==> src/rtl/io_bus_decoder_if.sv <==
// io_bus_decoder_if: CPU-side bus bundle between the 68k and the I/O decoder.
// Parameter: NUM_CH - number of decoded peripheral channels (enable width).
// Signals:
//   i_address[31:0]  68k address bus (decoder uses [15:4])
//   i_io_select_h    high when the CPU address is in the 0040_xxxx I/O window
//   i_as_l           68k address strobe, active low
//   o_enable_h       one-hot registered channel enable
//   o_dtack_l        data-transfer acknowledge, active low
//   o_berr_l         bus error, active low
//   o_busy_h         decoder FSM not idle
// Modports: master drives the request side, slave (the decoder) drives the response side.
interface io_bus_decoder_if #(
  parameter int NUM_CH = 4
);
  logic [31:0]       i_address;
  logic              i_io_select_h;
  logic              i_as_l;
  logic [NUM_CH-1:0] o_enable_h;
  logic              o_dtack_l;
  logic              o_berr_l;
  logic              o_busy_h;
  modport master (
    output i_address, i_io_select_h, i_as_l,
    input  o_enable_h, o_dtack_l, o_berr_l, o_busy_h
  );
  modport slave (
    input  i_address, i_io_select_h, i_as_l,
    output o_enable_h, o_dtack_l, o_berr_l, o_busy_h
  );
endinterface

==> src/rtl/io_bus_decoder.sv <==
// io_bus_decoder: 68k I/O address decoder with per-channel wait states and optional bus-error timeout.
// Ports:
//   i_clk    system clock, all state changes on the rising edge
//   i_rst_n  asynchronous active-low reset
//   bus      io_bus_decoder_if.slave (address/select/strobe in; enable/dtack/berr/busy out)
// Parameters: NUM_CH (1..8), CH_BASE (12-bit Address[15:4] match per channel),
//   CH_WAIT (4-bit wait-state count per channel), TIMEOUT_CYCLES (1..255).
// Optional feature: define IO_BUS_TIMEOUT_EN to add the NOMATCH/ERR timeout path;
//   without it, unmatched accesses are ignored and o_berr_l is tied high.
module io_bus_decoder #(
  parameter int                   NUM_CH         = 4,
  parameter logic [12*NUM_CH-1:0] CH_BASE        = {12'h805, 12'h804, 12'h803, 12'h802},
  parameter logic [4*NUM_CH-1:0]  CH_WAIT        = {4'd0, 4'd1, 4'd3, 4'd2},
  parameter int                   TIMEOUT_CYCLES = 16
) (
  input logic             i_clk,
  input logic             i_rst_n,
  io_bus_decoder_if.slave bus
);
  localparam int CH_W  = NUM_CH > 1 ? $clog2(NUM_CH) : 1;
  // One counter serves both wait states (4 bits) and the timeout load value.
  localparam int CNT_W = TIMEOUT_CYCLES > 16 ? $clog2(TIMEOUT_CYCLES) : 4;
  typedef enum logic [2:0] {
    IDLE,
    WAIT,
    ACK
`ifdef IO_BUS_TIMEOUT_EN
    , NOMATCH,
    ERR
`endif
  } state_t;
  state_t            r_state;
  logic [NUM_CH-1:0] r_enable;
  logic              r_dtack_l;
  logic              r_busy;
  logic              r_armed;
  logic [CNT_W-1:0]  r_cnt;
  logic              w_cycle;
  logic              w_hit;
  logic [CH_W-1:0]   w_ch;
  logic [CNT_W-1:0]  w_wait;
  logic              w_unused;
  assign w_cycle = bus.i_io_select_h & ~bus.i_as_l;
  // Scan from the top so the lowest matching index is the one left standing.
  always_comb begin
    w_hit = 1'b0;
    w_ch  = '0;
    for (int i = NUM_CH - 1; i >= 0; i--)
      if (w_cycle && bus.i_address[15:4] == CH_BASE[12*i +: 12]) begin
        w_hit = 1'b1;
        w_ch  = CH_W'(i);
      end
  end
  assign w_wait   = CNT_W'(CH_WAIT[4*w_ch +: 4]);
  assign w_unused = &{1'b0, bus.i_address[31:16], bus.i_address[3:0]};
  assign bus.o_enable_h = r_enable;
  assign bus.o_dtack_l  = r_dtack_l;
  assign bus.o_busy_h   = r_busy;
`ifdef IO_BUS_TIMEOUT_EN
  localparam logic [CNT_W-1:0] TO_LOAD = CNT_W'(TIMEOUT_CYCLES - 1);
  logic r_berr_l;
  assign bus.o_berr_l = r_berr_l;
`else
  assign bus.o_berr_l = 1'b1;
`endif
  // r_armed records that AS_L has been seen high since the last access, so a
  // strobe held low across an abort or reset cannot start a second access.
  always_ff @(posedge i_clk or negedge i_rst_n) begin
    if (!i_rst_n) begin
      r_state   <= IDLE;
      r_enable  <= '0;
      r_dtack_l <= 1'b1;
      r_busy    <= 1'b0;
      r_armed   <= 1'b0;
      r_cnt     <= '0;
`ifdef IO_BUS_TIMEOUT_EN
      r_berr_l  <= 1'b1;
`endif
    end else begin
      case (r_state)
        IDLE: begin
          if (r_armed && w_hit) begin
            r_state  <= WAIT;
            r_enable <= NUM_CH'(1) << w_ch;
            r_cnt    <= w_wait;
            r_busy   <= 1'b1;
            r_armed  <= 1'b0;
          end
`ifdef IO_BUS_TIMEOUT_EN
          else if (r_armed && w_cycle) begin
            r_state <= NOMATCH;
            r_cnt   <= TO_LOAD;
            r_busy  <= 1'b1;
            r_armed <= 1'b0;
          end
`endif
          else r_armed <= r_armed | bus.i_as_l;
        end
        WAIT: begin
          if (bus.i_as_l) begin
            r_state  <= IDLE;
            r_enable <= '0;
            r_busy   <= 1'b0;
            r_armed  <= 1'b1;
            r_cnt    <= '0;
          end else if (r_cnt == '0) begin
            r_state   <= ACK;
            r_dtack_l <= 1'b0;
          end else r_cnt <= r_cnt - CNT_W'(1);
        end
        ACK: begin
          if (bus.i_as_l) begin
            r_state   <= IDLE;
            r_enable  <= '0;
            r_dtack_l <= 1'b1;
            r_busy    <= 1'b0;
            r_armed   <= 1'b1;
          end
        end
`ifdef IO_BUS_TIMEOUT_EN
        NOMATCH: begin
          if (bus.i_as_l) begin
            r_state <= IDLE;
            r_busy  <= 1'b0;
            r_armed <= 1'b1;
            r_cnt   <= '0;
          end else if (r_cnt == '0) begin
            r_state  <= ERR;
            r_berr_l <= 1'b0;
          end else r_cnt <= r_cnt - CNT_W'(1);
        end
        ERR: begin
          if (bus.i_as_l) begin
            r_state  <= IDLE;
            r_berr_l <= 1'b1;
            r_busy   <= 1'b0;
            r_armed  <= 1'b1;
          end
        end
`endif
        default: begin
          r_state   <= IDLE;
          r_enable  <= '0;
          r_dtack_l <= 1'b1;
          r_busy    <= 1'b0;
        end
      endcase
    end
  end
endmodule

==> src/flat_wrapper.sv <==
// flat-port wrapper written by rule: the top's interface ports become plain ports
module io_bus_decoder_flat 
#(
  parameter int                   NUM_CH         = 4,
  parameter logic [12*NUM_CH-1:0] CH_BASE        = {12'h805, 12'h804, 12'h803, 12'h802},
  parameter logic [4*NUM_CH-1:0]  CH_WAIT        = {4'd0, 4'd1, 4'd3, 4'd2},
  parameter int                   TIMEOUT_CYCLES = 16
)
  (i_clk, i_rst_n, bus_i_address, bus_i_io_select_h, bus_i_as_l, bus_o_enable_h, bus_o_dtack_l, bus_o_berr_l, bus_o_busy_h);
  io_bus_decoder_if #(.NUM_CH(NUM_CH)) bus_i ();
  input logic i_clk;
  input logic i_rst_n;
  input wire logic [$bits(bus_i.i_address)-1:0] bus_i_address;
  input wire logic [$bits(bus_i.i_io_select_h)-1:0] bus_i_io_select_h;
  input wire logic [$bits(bus_i.i_as_l)-1:0] bus_i_as_l;
  output wire logic [$bits(bus_i.o_enable_h)-1:0] bus_o_enable_h;
  output wire logic [$bits(bus_i.o_dtack_l)-1:0] bus_o_dtack_l;
  output wire logic [$bits(bus_i.o_berr_l)-1:0] bus_o_berr_l;
  output wire logic [$bits(bus_i.o_busy_h)-1:0] bus_o_busy_h;
  assign bus_i.i_address = bus_i_address;
  assign bus_i.i_io_select_h = bus_i_io_select_h;
  assign bus_i.i_as_l = bus_i_as_l;
  assign bus_o_enable_h = bus_i.o_enable_h;
  assign bus_o_dtack_l = bus_i.o_dtack_l;
  assign bus_o_berr_l = bus_i.o_berr_l;
  assign bus_o_busy_h = bus_i.o_busy_h;
  io_bus_decoder #(.NUM_CH(NUM_CH), .CH_BASE(CH_BASE), .CH_WAIT(CH_WAIT), .TIMEOUT_CYCLES(TIMEOUT_CYCLES)) u_core (.i_clk(i_clk), .i_rst_n(i_rst_n), .bus(bus_i));
endmodule
==> config.mk <==
export PLATFORM = sky130hd
export DESIGN_NAME = io_bus_decoder_flat
export DESIGN_NICKNAME = d
export VERILOG_FILES = /design/src/rtl/io_bus_decoder_if.sv /design/src/rtl/io_bus_decoder.sv /design/src/flat_wrapper.sv
export SDC_FILE = /design/constraint.sdc
export NUM_CORES = 1
export LEC_CHECK = 0
export BUFFER_PORTS_ARGS = -buffer_cell sky130_fd_sc_hd__buf_2
export CAP_MARGIN = 20
export CORE_ASPECT_RATIO = 1.1
export CORE_MARGIN = 5
export CORE_UTILIZATION = 47
export DETAILED_ROUTE_END_ITERATION = 10
export PLACE_DENSITY_LB_ADDON = 0.12
export SLEW_MARGIN = 10
export SYNTH_ARGS = -nofsm -noshare
export SYNTH_HDL_FRONTEND = slang
export SYNTH_SLANG_ARGS = --single-unit
==> constraint.sdc <==
create_clock -name i_clk -period 3.25 [get_ports i_clk]
set_input_delay 0 -clock i_clk [delete_from_list [all_inputs] [get_ports i_clk]]
set_output_delay 0 -clock i_clk [all_outputs]
set_load 0.005 [all_outputs]
=== Word-level counts from Yosys, hierarchy flattened ===
Cells that the tools add are included.

* Reduce and logical (&&, ||, !) cells: 15
* Eq/ne operators: 13
* Add/subtract/negate cells: 1
* Bitwise operators: 4
* Multiplexer cells: 29
* Shifts and indexed selects: 2

{| class="wikitable"
|+ Operators with widths
! cell !! count
|-
| 12-bit == test (second input constant) || 4
|-
| 4-bit two-way mux || 5
|-
| 4-bit case mux with 2 select lines || 2
|-
| 16-bit by 5-bit indexed part select with 4-bit output (first input constant) || 1
|-
| 3-bit two-way mux || 4
|-
| 1-bit two-way mux || 10
|-
| 3-bit case mux with 3 select lines || 1
|-
| 2-bit two-way mux || 4
|-
| 2-bit by 1-bit inequality test with 1-bit output (second input constant) || 3
|-
| 3-bit AND reduction || 2
|-
| 1-bit logical AND || 5
|-
| 4-bit zero test || 1
|-
| 2-bit inequality test (second input constant) || 2
|-
| 1-bit case mux with 2 select lines || 2
|-
| 2-bit AND reduction || 2
|-
| 4-bit AND reduction || 1
|-
| 2-bit nonzero test || 2
|-
| 1-bit by 2-bit left shift with 4-bit output (first input constant) || 1
|-
| 4-bit by 1-bit subtractor with 4-bit output (second input constant) || 1
|-
| 3-bit by 1-bit == test with 1-bit output (second input constant) || 1
|-
| 3-bit by 2-bit == test with 1-bit output (second input constant) || 1
|-
| 3-bit zero test || 1
|-
| 3-bit by 2-bit inequality test with 1-bit output (second input constant) || 1
|-
| 3-bit inequality test (second input constant) || 1
|-
| 5 further kinds || 6
|}

* Bits of input ports: 36
* Output and inout port bits: 7
* Word-level logic and storage cells: 70
* Register bits: 14

=== Longest topological paths before layout ===
Gate-level depths: netlist (run 1).

* Depth in word-level cells: 10
* Mapped depth: 7
* Depth with buffers taken out: 7

=== Worst setup path after synthesis (run 1) ===
OpenSTA, ideal clock, no wires.

* Kind: reg-to-reg
* From: reg u_core.r_state[0]
* To: reg u_core.r_cnt[1]
* Setup slack: 1562 ps
* Library setup time: 127 ps
* Period minus slack after synthesis: 1688 ps
* Arrival time: 1560 ps
* Buffers on the path: 1
* Cell stages (with the launch flop): 7
* Cells stage by stage: dfrtp_1 > inv_1 > ha_1 > clkbuf_1 > o22ai_1 > or2_1 > mux2_1

* Longest elaborated chain between the ends: 3
* Elaborated cells on any way between the ends: 7

{| class="wikitable"
|+ RTL lines
! what !! RTL line !! source
|-
| from (decl) || io_bus_decoder.sv:32 || <nowiki>state_t r_state;</nowiki>
|-
| from (signal assigned) || io_bus_decoder.sv:70 || <nowiki>r_state <= IDLE;</nowiki>
|-
| from (signal assigned) || io_bus_decoder.sv:83 || <nowiki>r_state <= WAIT;</nowiki>
|-
| from (signal assigned) || io_bus_decoder.sv:101 || <nowiki>r_state <= IDLE;</nowiki>
|-
| 3-bit by 1-bit == test with 1-bit output or 3-bit zero test (tied branches) || io_bus_decoder.sv:80 || <nowiki>case (r_state)</nowiki>
|-
| 3-bit inequality test (no line), or another cell as far along || -- ||
|-
| 3-bit AND reduction (no line) || -- ||
|-
| to (signal assigned) || io_bus_decoder.sv:85 || <nowiki>r_cnt <= w_wait;</nowiki>
|-
| to (signal assigned) || io_bus_decoder.sv:109 || <nowiki>end else r_cnt <= r_cnt - CNT_W'(1);</nowiki>
|-
| to (decl) || io_bus_decoder.sv:37 || <nowiki>logic [CNT_W-1:0] r_cnt;</nowiki>
|}

Parallel ways exist; a longest one is shown, timed or not.
A chain may end at the register's enable or synchronous reset.

=== Worst setup path after layout (run 1) ===
* From: reg u_core.r_state[1]
* To: reg u_core.r_enable[0], in the netlist u_core.bus.o_enable_h[0]

* Longest elaborated chain between the ends: 4
* Elaborated cells on any way between the ends: 8

{| class="wikitable"
|+ RTL lines
! what !! RTL line !! source
|-
| 3-bit by 1-bit == test with 1-bit output or 3-bit by 2-bit == test with 1-bit output (tied branches) || io_bus_decoder.sv:80 ||
|-
| 2-bit OR reduction (no line) || -- ||
|-
| 2-bit by 1-bit inequality test with 1-bit output (no line) || -- ||
|-
| 2-bit AND reduction (no line) || -- ||
|-
| to (signal assigned) || io_bus_decoder.sv:84 || <nowiki>r_enable <= NUM_CH'(1) << w_ch;</nowiki>
|-
| to (decl) || io_bus_decoder.sv:33 || <nowiki>logic [NUM_CH-1:0] r_enable;</nowiki>
|}

Parallel ways exist; a longest one is shown, timed or not.

==> results_dict.tcl, run 1 <==
set metrics [dict create \
    status "finished, final reports clean" \
    cts_tree "done" \
    yosys.cell_types.count 38 \
    nFillCells 177 \
    dr.pass1.iters 4 \
    fin_worst_skew_ns 0.00322 \
    cts.sinks 13 \
    clockBufferDepth 2 \
    start_util_pct 48.6 \
    drive_gt1_share_pct 26.8 \
    num_rows 16 \
    overflow 0 \
    peakVddDrop_mv 0.321 \
    arrival_ns 2.25 \
    syn_to_final_growth_pct 17.9 \
    synth-warning-count 0 \
    final-setup-viol-count 0 \
    yosysSeqAreaShare_pct 38.6 \
    grt_pass1_wl_um 3040 \
    coreArea_um2 1740 \
    route.detailed.wl_per_inst_um 13.4 \
    multi_input_area_um2 457 \
    fin_crit_ns 2.09 \
    finalCritPeriodShare_pct 64.2 \
    syn_area_per_cell_um2 9.63 \
    cp.required_ns 3.41 \
    yosys.area.top_type "dfrtp_1" \
    drt_iter0_drc 9 \
    power.leakage_nw 0.511 \
    gp_congestion 0.815 \
    area.sequential_um2 327 \
    synthTopCellsByArea "dfrtp_1, ha_1, mux2i_1, inv_1, dfstp_2" \
    cts_buffers 3 \
    drc 0 \
    grt_usage_pct 14.4 \
    post-dp-hpwl_um 1350 \
    port_buffers 21 \
    crit_type "reg2reg" \
    critPathMaxFanout 12 \
    rsz0062_at_grt "false" \
    p_per_area_nw_per_um2 769 \
    htreeDepth 1 \
    synthCells 88 \
    fin_nets 156 \
    vias 725 \
    synth_area_um2 847 \
    post_cts_buffers 0 \
    slew_viol_final 0 \
    max_freq_mhz 479 \
    synth_top_area_share_pct 35.5 \
    hold_viol 0 \
    die_y_um 54.5 \
    grt_max_degree 14 \
    vias_per_cell 5.58 \
    start_kind "flip-flop" \
    antenna_found_initial 0 \
    cap_violations 0 \
    fin_hold_ws_ns 0.0937 \
    wl_um 1740 \
    io_pins 43 \
    min_path_type "in2reg" \
    dieWidth_um 50.5 \
    ys_ff_latch 13 \
    fin_setup_tns_ns 0 \
    grt_pass1_vias 749 \
    syn_nets 131 \
    ant_nets 0 \
    antenna_cells 0 \
    clockRootBuffer "clkbuf_4" \
    clk_pin_slew_worst_paths_ns 0.08 \
    dieArea_um2 2750 \
    clk_latency_ns 0.27 \
    cp-end-kind "flip-flop" \
]
==> cell type report <==
type,instances,share of cell area (%)
timing repair buffer,23,12.5
clock buffer,4,2.63
multi-input combinational,61,45.7
sequential,13,32.7
tap,18,2.26
inverter,11,4.14
==> Yosys cell counts <==
cell type and instances:
and4b_1 1, o22ai_1 3, and3_1 1, nor4_1 1, nand3_1 1, nor2b_1 2, mux2i_1 5, buf_6 1
mux2_2 1, o41ai_1 1, a21o_1 2, nor2_1 5, nand4_1 1, a41oi_1 1, conb_1 1, mux2_1 1
a31oi_2 1, inv_1 10, a211o_1 1, a21oi_1 4, or2_1 1, clkbuf_1 1, nor3b_1 2, nand3b_1 1
buf_4 1, ha_1 7, dfrtp_1 12, and2_1 1, xor2_1 1, mux2_4 1, nand2_1 7, o22a_1 1
nor3_1 3, and4b_2 1, inv_2 1, dfstp_2 1, o211ai_1 1, or4_1 1
==> what timing repair did <==
| action | in CTS | in global routing |
|---|---|---|
| hold buffers | 2 | 0 |
| gates resized for setup | 0 | 0 |
| endpoints found under the hold margin | 14 | 0 |
| setup endpoints to repair | 0 | 0 |
==> cells in the final DEF, fill, tap and decap left out, types with 4 or more instances in the layout <==
cell type,n
nand2_1,7
buf_2,21
mux2i_1,5
ha_1,7
nor2_1,5
a21oi_1,4
inv_1,10
dfrtp_1,12
==> final timing paths <==
kind	depth (start not counted)	from	slack (ns)	endpoint
worst max-delay path	6	u_core.r_state[1]	1.16	u_core.bus.o_enable_h[0]
worst min register to register	2	u_core.bus.o_dtack_l	0.50	u_core.bus.o_dtack_l
worst max register to register	6	u_core.r_state[1]	1.16	u_core.bus.o_enable_h[0]
min in group asynchronous	2	i_rst_n	0.14	u_core.r_cnt[3]
worst min-delay path	4	bus_i_as_l	0.09	u_core.r_cnt[3]
max in group asynchronous	2	i_rst_n	2.83	u_core.bus.o_dtack_l
==> critical path, cell delays in order, from the launching register on <==
cell and delay, ns:
dfrtp_1 0.39, inv_1 0.10, ha_1 0.40, inv_1 0.15, a31oi_2 0.27, a21o_1 0.29
mux2_2 0.37
==> cells by family after synthesis <==
group	count (synthesis)	synth area share (%)
other	1	0.443
and+or+nand+nor	29	18.9
xor gates and xnor gates	1	1.03
buffers and inverters	14	7.53
DFF	13	38.6
adders and majority gates	7	10.3
muxes	8	10.3
AOI/OAI and AO/OA	15	12.9
==> report_power, final <==
group	internal, W	switching (W)	total [W]
clock	0.0000474	0.0000534	0.000101
sequential	0.000219	0.0000353	0.000255
combinational	0.000190	0.000222	0.000412
==> sequential cells by signal (all words and copies together) (netlist names) <==
register / flops
u_core.bus.o_enable_h: 4
u_core.bus.o_busy_h: 1
u_core.r_armed: 1
u_core.r_state: 2
u_core.bus.o_dtack_l: 1
u_core.r_cnt: 4
==> routing by layer <==
layer  wire, µm  GRT usage, %  vias to the layer above  part of all wire, %
met5          0             0                        -                    0
met1        790          16.4                      343                   45
met3        124          3.00                        2                  7.1
li1           -             -                      354                    -
met2        820          25.2                       26                   47
met4          8          7.66                        0                 0.46
==> through the flow <==
stage | utilization (%) | worst slack (ns) | total power [W] | instances | instance area [µm²]
after CTS | 57.3 | 1.14 | 0.000771 | 130 | 998
final | 57.3 | 1.16 | 0.000768 | 130 | 998
after detailed placement | 54.7 | 1.14 | 0.000665 | 124 | 952
after global routing | 57.3 | 0.979 | 0.000831 | 130 | 998
after floorplan | - | 1.56 | 0.000584 | 88 | 847
after global placement | 54.7 | 1.15 | 0.000651 | 124 | 952
Note: power is estimated with default switching activity, not from simulation.
==> inputs of run 2 (changes only) <==
--- a/config.mk
+++ b/config.mk
@@ -5,11 +5,12 @@
 export SDC_FILE = /design/constraint.sdc
 export NUM_CORES = 1
 export LEC_CHECK = 0
+export ABC_AREA = 1
 export BUFFER_PORTS_ARGS = -buffer_cell sky130_fd_sc_hd__buf_2
 export CAP_MARGIN = 20
 export CORE_ASPECT_RATIO = 1.1
 export CORE_MARGIN = 5
-export CORE_UTILIZATION = 47
+export CORE_UTILIZATION = 46
 export DETAILED_ROUTE_END_ITERATION = 10
 export PLACE_DENSITY_LB_ADDON = 0.12
 export SLEW_MARGIN = 10
==> constraint.sdc (replaced) <==
create_clock -name i_clk -period 2.1 [get_ports i_clk]
set_input_delay 0 -clock i_clk [delete_from_list [all_inputs] [get_ports i_clk]]
set_output_delay 0 -clock i_clk [all_outputs]
set_load 0.005 [all_outputs]
==> run 2 against run 1 <==
Register-to-register slack lost 0.57 ns. Final cell count grew 42%. Utilization shrank 0.80 points. Flip-flop and latch count is the same. Global-route usage shrank 1.7 points. Power grew 64%. Fmax grew 38%. Sequential power grew 47%. Largest power group unchanged.
==> results_dict.tcl, run 2 <==
set metrics [dict create \
    status "finished, final reports clean" \
    max_freq_mhz 663 \
    ant_nets 0 \
    yosys.cell_types.count 27 \
    ys_ff_latch 13 \
    r2r_setup_slack_ns 0.59 \
    synth.most_common_cell "nand2_1" \
    fin_crit_ns 1.51 \
    dr_wl_met3_um 57 \
    p_sw_w 0.000581 \
    grt_pass1_vias 757 \
    synthCells 132 \
    drt_iter0_drc 11 \
    synth_common_cells "nand2_1, nor2_1, inv_1" \
    switching_share_pct 46.1 \
    grt_usage_pct 12.7 \
    antenna_cells 0 \
    wl_um 1730 \
    p_int_w 0.000678 \
    yosys.area.top_type "dfrtp_1" \
    fin_worst_skew_ns 0.00318 \
    wl_met1_um 788 \
    synthTopCellsByArea "dfrtp_1, nand2_1, ha_1, nor2_1, inv_1" \
    port_buffers 21 \
    antenna_found_initial 0 \
    comb_power_share_pct 57.7 \
    dr.pass1.iters 4 \
    syn_nets 175 \
    rsz0062_at_grt "false" \
    crit_type "reg2reg" \
    dp_slack_ns 0.609 \
    syn_to_final_growth_pct 17.4 \
    final_cell_mix "nand2_1, buf_2, nor2_1, inv_1, dfrtp_1" \
    vias 846 \
    route.detailed.wl_per_inst_um 9.36 \
    fin_setup_tns_ns 0 \
    clk_latency_ns 0.27 \
    cp-end-kind "flip-flop" \
    start_kind "flip-flop" \
    drive_gt1_share_pct 26.1 \
    top_layer "met4" \
    clockRootBuffer "clkbuf_4" \
    post_cts_resized 0 \
    num_rows 17 \
    vias_per_cell 4.57 \
    post_cts_buffers 0 \
    post-dp-hpwl_um 1450 \
    final-setup-viol-count 0 \
    synth-main-ff-cell "dfrtp_1" \
    grt_pass1_wl_um 3000 \
    dieWidth_um 53.9 \
    power.leakage_nw 0.658 \
    pwr-share-clk_pct 12.5 \
    drc 0 \
    peakVddDrop_mv 0.746 \
    slew_viol_final 0 \
    finalPower_w 0.00126 \
    start_util_pct 48.2 \
    cap_violations 0 \
    async_flop_share_pct 100 \
    place_inst 180 \
    synth-warning-count 0 \
    route.met2.wl_um 872 \
    htreeDepth 1 \
    cp.required_ns 2.27 \
    finalCritPeriodShare_pct 71.8 \
    synth_top_area_share_pct 30.8 \
    min_path_type "in2reg" \
    cts_tree "done" \
    dieArea_um2 3140 \
    p_per_area_nw_per_um2 1100 \
    io_pins 43 \
    cts.sinks 13 \
    hold_viol 0 \
    p_seq_share_pct 29.8 \
    synth_edf_count 0 \
    overflow 0 \
    coreArea_um2 2020 \
    grt_max_degree 14 \
    fin_nets 201 \
    syn_area_per_cell_um2 7.37 \
    gp_congestion 0.765 \
    clk_pin_slew_worst_paths_ns 0.08 \
    critPathMaxFanout 5 \
    yosysSeqAreaShare_pct 33.5 \
    die_y_um 58.2 \
    clockBufferDepth 2 \
    arrival_ns 1.68 \
    synth_area_um2 973 \
    fin_hold_ws_ns 0.114 \
    final_common_cell "nand2_1" \
    stdcell_count 185 \
    timing.final.ws_setup_ns 0.591 \
    cts_buffers 3 \
]
[run 2: cell count changes in the layout (fill, tap and decap cells not counted), sizes merged, moves of 3 or more]
cell and delta:
a21oi -4, inv +7, mux2 -3, mux2i -5, nand2 +42, nand3 +9
nor2 +15, o21ai +3
[run 2: cell families (layout without fill, tap and decap cells)]
group	after synthesis	count (layout)	share of synthesized area, %
AO/OA/AOI/OAI	7	7	4.63
buffers and inverters	20	45	8.10
other	1	1	0.385
AND/OR/NAND/NOR	82	82	42.5
flip-flops	13	13	33.5
adder cells (fa/ha/maj)	7	7	9.00
XOR/XNOR	2	2	1.80
[run 2: worst paths after layout]
kind / startpoint / end / cells past startpoint
setup / recovery: u_core.r_state[0] / u_core.r_cnt[0] / 7
hold / removal: bus_i_as_l / u_core.r_state[1] / 4
setup reg to reg: u_core.r_state[0] / u_core.r_cnt[0] / 7
hold reg to reg: u_core.bus.o_enable_h[0] / u_core.bus.o_enable_h[0] / 2
max in group asynchronous: i_rst_n / u_core.bus.o_dtack_l / 2
min in group asynchronous: i_rst_n / u_core.bus.o_enable_h[3] / 2
[run 2: layout make-up]
class,count,area [µm²]
tap,28,35.0
sequential,13,327
timing repair buffer,22,115
inverter,19,71.3
multi-input combinational,99,568
fill,204,878
clock buffer,4,26.3
[run 2: critical path, stage by stage (launching register included)]
cell     delay [ns]
dfrtp_1        0.41
inv_1          0.09
ha_1           0.33
inv_2          0.09
o21ai_2        0.28
nand2_4        0.10
nand2_1        0.07
nand2_1        0.05
[run 2: power by group through the flow]
stage	sequential [W]	clock (W)	combinational, W
2_1_floorplan	0.000372	0	0.000593
3_3_place_gp	0.000378	0	0.000717
3_5_place_dp	0.000380	0	0.000728
4_1_cts	0.000375	0.000161	0.000734
5_1_grt	0.000387	0.000174	0.000828
6_report	0.000375	0.000157	0.000726
[run 2: through the flow]
step	cell area, µm²	utilization, %
2_1_floorplan	973	-
3_3_place_gp	1110	54.7
3_5_place_dp	1110	54.7
4_1_cts	1140	56.5
5_1_grt	1140	56.5
6_report	1140	56.5
[run 2: what timing repair did]
item / in CTS / in global routing
endpoints found under the hold margin: 13 / 0
hold buffers: 1 / 0
endpoints found under the setup margin: 0 / 0
[run 2: per-layer routing]
metal	global-route usage, %	vias to the layer above
met5	0	-
met4	4.38	0
met3	3.08	2
met2	21.1	10
met1	15.6	382
li1	-	452
==> inputs of run 3 (changes only) <==
==> constraint.sdc (replaced) <==
create_clock -name i_clk -period 1.4 [get_ports i_clk]
set_input_delay 0 -clock i_clk [delete_from_list [all_inputs] [get_ports i_clk]]
set_output_delay 0 -clock i_clk [all_outputs]
set_load 0.005 [all_outputs]
==> run 3 against run 2 <==
First-iteration DRC count down 9.1%. Final cell count up 2.7%. Power up 66%. Utilization up 2.8 points. Global-route usage up 1.6 points. Die area unchanged. Clock power up 52%. Clock skew up 0.0031 ns. Critical path depth up 2. Register-to-register slack worse by 0.53 ns.
==> results_dict.tcl, run 3 (synthesized netlist as in run 2, its figures left out) <==
set metrics [dict create \
    status "finished, final reports clean" \
    cts_buffers 3 \
    post_cts_buffers 0 \
    drc 0 \
    gp_congestion 0.791 \
    io_pins 43 \
    wl_um 1930 \
    crit_type "reg2reg" \
    route.detailed.wl_per_inst_um 10.1 \
    grt_pass1_vias 814 \
    rsz0062_at_grt "true" \
    dr.pass1.iters 4 \
    dieArea_um2 3140 \
    fin_nets 206 \
    peakVddDrop_mv 1.05 \
    drive_gt1_share_pct 31.5 \
    clk_pin_slew_worst_paths_ns 0.09 \
    nFillCells 201 \
    fin_setup_tns_ns 0 \
    htreeDepth 1 \
    final_common_cell "nand2_1" \
    finalCritPeriodShare_pct 95.7 \
    multi_input_area_um2 587 \
    slew_viol_final 0 \
    clockBufferDepth 2 \
    cts_tree "done" \
    syn_to_final_growth_pct 23.1 \
    min_path_type "in2async" \
    critPathMaxFanout 4 \
    power.leakage_nw 0.683 \
    vias 878 \
    final_cell_mix "nand2_1, buf_2, nor2_1, inv_1, dfrtp_1" \
    cp.required_ns 1.62 \
    clockRootBuffer "clkbuf_4" \
    fin_worst_skew_ns 0.00630 \
    drt_iter0_drc 10 \
    fin_hold_ws_ns 0.125 \
    dieWidth_um 53.9 \
    port_buffers 21 \
    start_kind "flip-flop" \
    p_per_area_nw_per_um2 1740 \
    max_freq_mhz 747 \
    overflow 0 \
    post-dp-hpwl_um 1580 \
    clk_latency_ns 0.28 \
    grt_usage_pct 14.3 \
    cts.sinks 13 \
    grt_max_degree 14 \
    area.sequential_um2 327 \
    vias_per_cell 4.62 \
    die_y_um 58.2 \
    antenna_found_initial 0 \
    final-setup-viol-count 0 \
    start_util_pct 48.2 \
    ant_nets 0 \
    fin_crit_ns 1.34 \
    cap_violations 0 \
    num_rows 17 \
    coreArea_um2 2020 \
    hold_viol 0 \
    arrival_ns 1.56 \
    grt_pass1_wl_um 3340 \
    antenna_cells 0 \
    cp-end-kind "flip-flop" \
]
[run 3: final timing paths]
check	from	to	slack, ns	cells past startpoint
worst max register to register	u_core.r_state[1]	u_core.r_cnt[1]	0.06	9
max in group asynchronous	i_rst_n	u_core.bus.o_dtack_l	0.97	2
min in group i_clk	bus_i_as_l	u_core.r_state[1]	0.13	4
worst min register to register	u_core.bus.o_enable_h[1]	u_core.bus.o_enable_h[1]	0.47	2
worst max-delay path	u_core.r_state[1]	u_core.r_cnt[1]	0.06	9
worst min-delay path	i_rst_n	u_core.bus.o_enable_h[0]	0.13	2
[run 3: critical path: stages, from the launching register on]
cell and delay (ns):
dfrtp_1 0.38, inv_1 0.08, ha_2 0.21, inv_2 0.06, nor2_4 0.10, inv_2 0.06
or2_0 0.19, nand2_1 0.06, nand3_1 0.07, nand2_1 0.07
[run 3: power by group]
group	total, W	switching (W)	internal [W]
Combinational	0.00128	0.000744	0.000532
Sequential	0.000571	0.0000830	0.000488
Clock	0.000238	0.000127	0.000110
Total	0.00208	0.000954	0.00113
[run 3: per-stage QoR]
stage | util [%] | cell area, µm² | instances | worst slack, ns | power [W]
after floorplan | - | 973 | 132 | 0.0268 | 0.00145
after global placement | 56.6 | 1140 | 185 | 0.0270 | 0.00174
after detailed placement | 56.6 | 1140 | 185 | -0.0306 | 0.00178
after CTS | 59.1 | 1190 | 190 | 0.0144 | 0.00209
after global routing | 59.3 | 1200 | 190 | -0.0599 | 0.00228
final | 59.3 | 1200 | 190 | 0.0606 | 0.00208
[run 3: final cells by class]
type / count / share of cell area (%)
Clock buffer: 4 / 2.19
Inverter: 19 / 5.95
Multi-Input combinational cell: 99 / 49.0
Timing Repair Buffer: 27 / 12.7
Sequential cell: 13 / 27.2
Tap cell: 28 / 2.92
[run 3: repair_timing]
action / 4_1_cts / 5_1_grt
gates resized for setup: 3 / 4
pin swaps: 0 / 4
endpoints found under the hold margin: 13 / 0
hold buffers: 1 / 0
gates cloned: 0 / 0
endpoints found under the setup margin: 4 / 10
[run 3: layer usage]
| metal | part of all wire, % | global-route usage (%) | routed length [µm] |
|---|---|---|---|
| met1 | 42 | 17.5 | 802 |
| met2 | 54 | 24.4 | 1050 |
| met3 | 3.2 | 3.08 | 62 |
| met4 | 0.57 | 4.38 | 11 |
| met5 | 0 | 0 | 0 |
